[src/rtl/conv1d_cfu_sequencer.sv]
// Autonomous command sequencer for the conv1d CFU: loads the job into the CFU,
// starts it, and streams the packed int8 results into the destination memory.
//
// state    | meaning
// ---------+------------------------------------------------------------
// ST_IDLE  | waiting for start; NOP command driven
// ST_INIT  | CFU init command (funct7 0)
// ST_SIZE  | job length command (funct7 4)
// ST_BIAS  | bias command (funct7 8)
// ST_KERN0 | kernel taps 0-3 (funct7 2, inputs_0 = 0)
// ST_KERN1 | kernel taps 4-7 (funct7 2, inputs_0 = 1)
// ST_FETCH | read source word k; no command
// ST_ISSUE | load input word k (funct7 1)
// ST_START | start compute (funct7 5)
// ST_READ  | readback k = 0..W, response k>0 written to dst word k-1
// ST_DONE  | one-cycle done (and err if the job was rejected)
module conv1d_cfu_sequencer #(
    parameter int         MAX_LEN    = 1024,
    parameter int         AW         = 8,
    parameter logic [6:0] NOP_FUNCT7 = 7'd9
) (
    input  logic          clk,
    input  logic          reset,
    input  logic          start,
    input  logic [31:0]   len,
    input  logic [31:0]   bias,
    input  logic [31:0]   kern_w0,
    input  logic [31:0]   kern_w1,
    output logic          busy,
    output logic          done,
    output logic          err,
    output logic          src_en,
    output logic [AW-1:0] src_addr,
    input  logic [31:0]   src_data,
    output logic          dst_we,
    output logic [AW-1:0] dst_addr,
    output logic [31:0]   dst_data,
    output logic          cmd_valid,
    input  logic          cmd_ready,
    output logic [9:0]    cmd_function_id,
    output logic [31:0]   cmd_inputs_0,
    output logic [31:0]   cmd_inputs_1,
    input  logic          rsp_valid,
    output logic          rsp_ready,
    input  logic [31:0]   rsp_outputs_0
);
    localparam int KW = AW + 1;

    typedef enum logic [3:0] {
        ST_IDLE, ST_INIT, ST_SIZE, ST_BIAS, ST_KERN0, ST_KERN1,
        ST_FETCH, ST_ISSUE, ST_START, ST_READ, ST_DONE
    } state_t;

    state_t        state, state_nx;
    logic [31:0]   len_q, bias_q, kern0_q, kern1_q, src_q;
    logic [KW-1:0] k_q, w_q, w_last, k_prev, rd_idx;
    logic          err_q, fetched_q, len_ok;
    logic [6:0]    funct7;
    logic          unused_cmd_ready;

    // Commands advance on the response alone; cmd_ready carries no extra information.
    assign unused_cmd_ready = cmd_ready;

    assign len_ok  = (len != 32'd0) && (len[2:0] == 3'd0) && (len <= 32'(MAX_LEN));
    assign w_last  = w_q - 1'b1;
    assign k_prev  = k_q - 1'b1;
    assign rd_idx  = (k_q > w_last) ? w_last : k_q;
    assign cmd_function_id = {funct7, 3'b000};

    always_ff @(posedge clk) begin
        if (reset) begin
            state     <= ST_IDLE;
            len_q     <= '0;
            bias_q    <= '0;
            kern0_q   <= '0;
            kern1_q   <= '0;
            src_q     <= '0;
            k_q       <= '0;
            w_q       <= '0;
            err_q     <= 1'b0;
            fetched_q <= 1'b0;
        end else begin
            state     <= state_nx;
            fetched_q <= (state == ST_FETCH);
            if (fetched_q) src_q <= src_data;
            case (state)
                ST_IDLE: if (start) begin
                    len_q   <= len;
                    bias_q  <= bias;
                    kern0_q <= kern_w0;
                    kern1_q <= kern_w1;
                    w_q     <= len[AW+2:2];
                    err_q   <= !len_ok;
                    k_q     <= '0;
                end
                ST_ISSUE: if (rsp_valid) k_q <= (k_q == w_last) ? '0 : k_q + 1'b1;
                ST_READ:  if (rsp_valid) k_q <= k_q + 1'b1;
                default: ;
            endcase
        end
    end

    always_comb begin
        state_nx = state;
        case (state)
            ST_IDLE:  if (start) state_nx = len_ok ? ST_INIT : ST_DONE;
            ST_INIT:  if (rsp_valid) state_nx = ST_SIZE;
            ST_SIZE:  if (rsp_valid) state_nx = ST_BIAS;
            ST_BIAS:  if (rsp_valid) state_nx = ST_KERN0;
            ST_KERN0: if (rsp_valid) state_nx = ST_KERN1;
            ST_KERN1: if (rsp_valid) state_nx = ST_FETCH;
            ST_FETCH: state_nx = ST_ISSUE;
            ST_ISSUE: if (rsp_valid) state_nx = (k_q == w_last) ? ST_START : ST_FETCH;
            ST_START: if (rsp_valid) state_nx = ST_READ;
            ST_READ:  if (rsp_valid && (k_q == w_q)) state_nx = ST_DONE;
            ST_DONE:  state_nx = ST_IDLE;
            default:  state_nx = ST_IDLE;
        endcase
    end

    always_comb begin
        busy         = 1'b0;
        done         = 1'b0;
        err          = 1'b0;
        src_en       = 1'b0;
        src_addr     = '0;
        dst_we       = 1'b0;
        dst_addr     = '0;
        dst_data     = '0;
        cmd_valid    = 1'b0;
        rsp_ready    = 1'b0;
        funct7       = NOP_FUNCT7;
        cmd_inputs_0 = '0;
        cmd_inputs_1 = '0;
        case (state)
            ST_IDLE: ;
            ST_DONE: begin
                done = 1'b1;
                err  = err_q;
            end
            ST_FETCH: begin
                busy     = 1'b1;
                src_en   = 1'b1;
                src_addr = k_q[AW-1:0];
            end
            default: begin
                busy      = 1'b1;
                cmd_valid = 1'b1;
                rsp_ready = 1'b1;
                case (state)
                    ST_INIT: funct7 = 7'd0;
                    ST_SIZE: begin
                        funct7       = 7'd4;
                        cmd_inputs_0 = len_q;
                    end
                    ST_BIAS: begin
                        funct7       = 7'd8;
                        cmd_inputs_0 = bias_q;
                    end
                    ST_KERN0: begin
                        funct7       = 7'd2;
                        cmd_inputs_1 = kern0_q;
                    end
                    ST_KERN1: begin
                        funct7       = 7'd2;
                        cmd_inputs_0 = 32'd1;
                        cmd_inputs_1 = kern1_q;
                    end
                    ST_ISSUE: begin
                        // First issue cycle uses the memory output directly; later cycles hold the copy.
                        funct7       = 7'd1;
                        cmd_inputs_0 = 32'(k_q);
                        cmd_inputs_1 = fetched_q ? src_data : src_q;
                    end
                    ST_START: funct7 = 7'd5;
                    ST_READ: begin
                        funct7       = 7'd3;
                        cmd_inputs_0 = 32'(rd_idx);
                        if (rsp_valid && (k_q != '0)) begin
                            dst_we   = 1'b1;
                            dst_addr = k_prev[AW-1:0];
                            dst_data = rsp_outputs_0;
                        end
                    end
                    default: ;
                endcase
            end
        endcase
    end
endmodule
[config.mk]
export PLATFORM = sky130hd
export DESIGN_NAME = conv1d_cfu_sequencer
export DESIGN_NICKNAME = d
export VERILOG_FILES = /design/src/rtl/conv1d_cfu_sequencer.sv
export SDC_FILE = /design/constraint.sdc
export NUM_CORES = 1
export LEC_CHECK = 0
export BUFFER_PORTS_ARGS = -buffer_cell sky130_fd_sc_hd__buf_2
export CAP_MARGIN = 20
export CORE_MARGIN = 2
export CORE_UTILIZATION = 35
export CTS_CLUSTER_SIZE = 10
export DETAILED_ROUTE_END_ITERATION = 8
export PLACE_DENSITY = 0.66
export SYNTH_ARGS = -nofsm -noshare
export SYNTH_HDL_FRONTEND = slang
export SYNTH_SLANG_ARGS = --single-unit
export TNS_END_PERCENT = 50
[constraint.sdc]
create_clock -name clk -period 8.3 [get_ports clk]
set_input_delay 2.075 -clock clk [delete_from_list [all_inputs] [get_ports clk]]
set_output_delay 2.075 -clock clk [all_outputs]
set_load 0.01 [all_outputs]
# == After elaboration in Yosys (flattened, before gate mapping) ==
# Index checks and enable logic that the tools add are counted.
# word_totals
elab_cells,93
inputBits,197
output_inout_bits,129
reg_bits,184
# op_classes
n_reduce_logical,16
mux,40
eq_ne,22
magnitude_cmp,2
add_sub_neg,3
# op_table
operator,count
32-bit two-way mux,6
32-bit case mux with 5 select lines,1
32-bit case mux with 3 select lines,1
4-bit two-way mux,12
9-bit two-way mux,5
4-bit case mux with 10 select lines,1
"32-bit by 11-bit <= comparator with 1-bit output, second input constant",1
8-bit two-way mux,4
32-bit nonzero test,1
4-bit case mux with 7 select lines,1
9-bit case mux with 3 select lines,1
"2-bit != test, second input constant",10
9-bit == test,2
"4-bit by 3-bit == test with 1-bit output, second input constant",4
"4-bit == test, second input constant",3
"9-bit by 1-bit adder with 9-bit output, second input constant",1
9-bit > comparator,1
9-bit AND reduction,1
9-bit nonzero test,1
"9-bit by 1-bit subtractor with 9-bit output, second input constant",1
"4-bit by 2-bit == test with 1-bit output, second input constant",2
1-bit two-way mux,8
"8-bit by 1-bit subtractor with 8-bit output, second input constant",1
"4-bit by 1-bit == test with 1-bit output, second input constant",1
9 further kinds,13

# == Logic depth before layout (Yosys ltp) ==
# depth
ltp_word,6
mapped_depth,12
ltp_nobuf,11

# == Least setup slack after synthesis ==
# OpenSTA, ideal clock, no wires.
# synth_path
path_kind,input to output
start,in rsp_valid
end,out dst_data[10]
n_path_buf,2
required_ps,6225
path_slack_ps,3367
path_stages,5
t_arrival_ps,2858
path_cell_list,buf_2 > nand3_2 > inv_2 > clkbuf_1 > and2_1
# synth_between
elab_chain_len,4
# synth_rtl
element,line_no,source
start: declaration,43,"input logic rsp_valid,"
1-bit logical AND,179,if (rsp_valid && (k_q != '0)) begin
32-bit two-way mux,179,
32-bit two-way mux,150,case (state)
32-bit two-way mux,135,case (state)
end: declaration,37,"output logic [31:0] dst_data,"
# Every way passes these cells.

==> key figures <==
Power and ir drop
  • Leak: about 4.6 nW
  • Worst vdd ir: about 0.00016 V
  • PwrDens: 254.4 nW/µm²
  • Comb pwr share: between 30% and 40%
  • Clock share of power: 27.9%
  • Sw Pwr: between 0.001 and 0.0015 W
  • Sw Share: 37.27%
  • Internal power: roughly 0.0017 W
  • Seq pwr share: 39.9%

Synth
  • Post-Syn Instances: 1,086
  • Netlist Area Pre-Place: roughly 8500 µm²
  • Synthesized area per cell: 7.804 µm²
  • Area contributors post-synth: dfxtp_1 41%, nand2_1 12%, a21oi_1 8.2%
  • Predominant post-synthesis flop cell: dfxtp_1
  • Warnings from Yosys: 0
  • EDFF count, synth: 0
  • Synth Register Bits: 175
  • Ys async rst share: 0%
  • Biggest area consumer among synthesized cells: dfxtp_1
  • Unique cell type count in the Yosys netlist: slightly below 60
  • Post-synth top area share: roughly two fifths
  • Sequential element share of the synthesized area: around two fifths

Status
  • Status: completed

Clock network
  • Resized cells post-CTS: 0
  • Setup Buffers After CTS: 0
  • Reg clk slew, reported paths: approximately 0.07 ns
  • Root Driver: clkbuf_16
  • Clk Latency, worst-skew pair: 0.43 ns
  • CTS tree: yes
  • TritonCTS Buffers: 17
  • TritonCTS sink count: 175
  • H-Tree Depth: 4
  • Hold_buf cts: 0
  • Maximum clock path buffer count: 2

Floorplan
  • Die Width: around 160 µm
  • Core Region: 23,610 µm²
  • Die ar.: 25,480 µm²
  • Die Ht: between 150 and 200 µm
  • Initial Util: 35.89%
  • Num rows: 56
  • Ports: roughly 330

Place
  • GPL Wtd Cong: between 0.8 and 0.9
  • Port Buffers: between 300 and 400
  • DP Wirelength: roughly 19,000 µm
  • Area post-placement: between 10,000 and 15,000 µm²

Min path
  • Hold_sp: len_q[0]$_SDFFE_PP0P_
  • Hold Crit Depth: 2
  • Worst hold path class: reg -> reg

Setup path
  • WS Path Type: reg -> out
  • Startpoint Class: flip-flop
  • Worst Path Arrival: 3.77 ns
  • CP endpoint: cmd_inputs_0[6]
  • Critical path origin: len_q[4]$_SDFFE_PP0P_
  • RR Startpoint: len_q[4]$_SDFFE_PP0P_
  • Critical Path Sink Type: output port
  • FF-to-FF End: k_q[8]$_SDFFE_PP0P_
  • Register-to-Register Path Depth: 9
  • Reg2reg setup slack: 5.08 ns
  • Worst Path Required: 6.23 ns
  • Crit-path max FO: 7

Timing
  • Slew margin rel.: 34.21%
  • Hold Violations, Final: 0
  • Post-Route Skew: 0.01111 ns
  • Final min period: 5.842 ns
  • Achievable Freq: 0.1712 GHz
  • Final setup fails: 0
  • RSZ-0062 raised after global routing: no
  • Least-Margin Pin Slew: about 1 ns
  • Final worst-path cycle share: between 70% and 80%
  • Total negative slack: 0 ns
  • Max-slew violations: 0

Route
  • Routed vias/inst: 5.096
  • Starting DRT DRC Count: ~480
  • Routed wire length: roughly 27,000 µm
  • Wire per inst: 16.04 µm
  • Post-route ant nets: 0
  • Drt pass-1 iters: 4
  • # DRC: 0
  • Vias: around 8,500

GRT
  • First-pass GRT wire length: 42,220 µm
  • Gr busiest metal: met2
  • M1 GR Usage: 24.60%
  • GRT Resource Usage Total: 20.45%
  • Largest net degree at the start of global routing: 90
  • Initial antenna violation count: 5
  • M3 GR Usage: roughly 4.6%
  • Vias in the first global route: 8,047
  • Total gr overflow: 0
  • Met2 Use GR: between 30% and 40%

Layout
  • Finished Cell Area: approximately 11,000 µm²
  • Layout Nets: around 1,600
  • Area grow syn2layout: 26.16%
  • Ratio of cells with drive above 1 in the final layout: 27.81%
  • Filler cells: 2,451

Flow run
  • # Max-Cap Violations: 0
==> per-layer routing <==
layer | vias to the layer above | wire length, µm | share of wire [%]
met4 | 2 | 681 | 2.5
met5 | - | 10 | 0.037
met1 | 3959 | 11340 | 42
li1 | 4209 | - | -
met3 | 45 | 1921 | 7.1
met2 | 320 | 12920 | 48
==> layout make-up <==
cell class              instances  area (µm²)  area share (%)
diodes                          4       10.01         0.09361
clock buffers                  18       429.2           4.014
clock inverters                11       110.1           1.030
inverters                      13       48.80          0.4564
multi-input cells             805        4507           42.15
flip-flops and latches        175        3505           32.78
well taps                     319       399.1           3.733
repair buffers                330        1684           15.75
==> sequential cells by signal (all words and copies together), names as in the netlist <==
signal,flops
len_q,32
k_q,9
state,4
kern1_q,32
err_q,1
fetched_q,1
kern0_q,32
bias_q,32
src_q,32
==> cell families after synthesis <==
group	share of synthesized area, %
AO/OA/AOI/OAI	18.64
XOR/XNOR	2.893
adder cells (fa/ha/maj)	1.771
buffers and inverters	6.023
flip-flops	41.33
multiplexers	4.739
other	0.04424
AND/OR/NAND/NOR	24.55
==> metrics by stage <==
step / hold WS (ns) / utilization [%] / cells / power (W) / setup slack, ns
final: 0.4537 / 45.28 / 1675 / 0.002720 / 2.458
after global routing: 0.4738 / 45.27 / 1674 / 0.002890 / 2.259
after CTS: 0.4551 / 45.24 / 1671 / 0.002741 / 2.539
after detailed placement: 0.4464 / 42.96 / 1642 / 0.001985 / 3.008
after global placement: 0.4417 / 42.96 / 1642 / 0.001967 / 3.052
after floorplan: 0.4357 / - / 1091 / 0.001745 / 3.367
==> Yosys cell counts, types with 4 or more instances <==
library cell and count:
clkbuf_1 55, nand4_1 7, xor2_1 6, a21oi_1 139, xnor2_1 22, inv_1 12
mux2i_1 39, ha_1 12, nand3_1 7, a22oi_1 4, nor2_1 91, nor2b_1 6
o221ai_1 9, buf_1 7, a221o_1 31, dfxtp_1 175, nor4_1 8, nand2_1 278
buf_2 18, and2_1 34, o21ai_0 7, buf_4 17, a22o_1 23, nor3_1 26
o22ai_1 6
==> cell usage in the layout (no fill, tap or decap), types with 22 or more instances in the layout <==
cell type  Yosys  routed
nand2_1      278     277
buf_2         18     317
nor2_1        91      91
a22o_1        23      23
nor3_1        26      24
a21oi_1      139     139
and2_1        34      34
mux2i_1       39      39
xnor2_1       22      22
a221o_1       31      31
dfxtp_1      175     174
==> worst min-delay path by stage <==
stage                              endpoint
finish                len_q[0]$_SDFFE_PP0P_
global route         len_q[21]$_SDFFE_PP0P_
CTS                 kern0_q[3]$_SDFFE_PP0P_
detailed placement  kern0_q[3]$_SDFFE_PP0P_
global placement    kern1_q[1]$_SDFFE_PP0P_
floorplan             len_q[1]$_SDFFE_PP0P_
==> power groups by stage <==
stage / Clock (W) / Sequential [W] / Combinational, W
2_1_floorplan: 0 / 0.00105 / 0.000695
3_3_place_gp: 0 / 0.00110 / 0.000870
3_5_place_dp: 0 / 0.00110 / 0.000881
4_1_cts: 0.000774 / 0.00108 / 0.000882
5_1_grt: 0.000803 / 0.00110 / 0.000982
6_report: 0.000759 / 0.00109 / 0.000875
==> worst max-delay path, stage by stage (launching register included) <==
cell and delay [ns]:
dfxtp_1 0.39, nor4_1 0.49, nand3_1 0.15, xor2_1 0.19, ha_1 0.33, nand4_1 0.15
nor3_1 0.70, o21bai_1 0.25, nand2_1 0.19, o221ai_1 0.31, buf_2 0.20
Power figures use the tool's default switching activity.
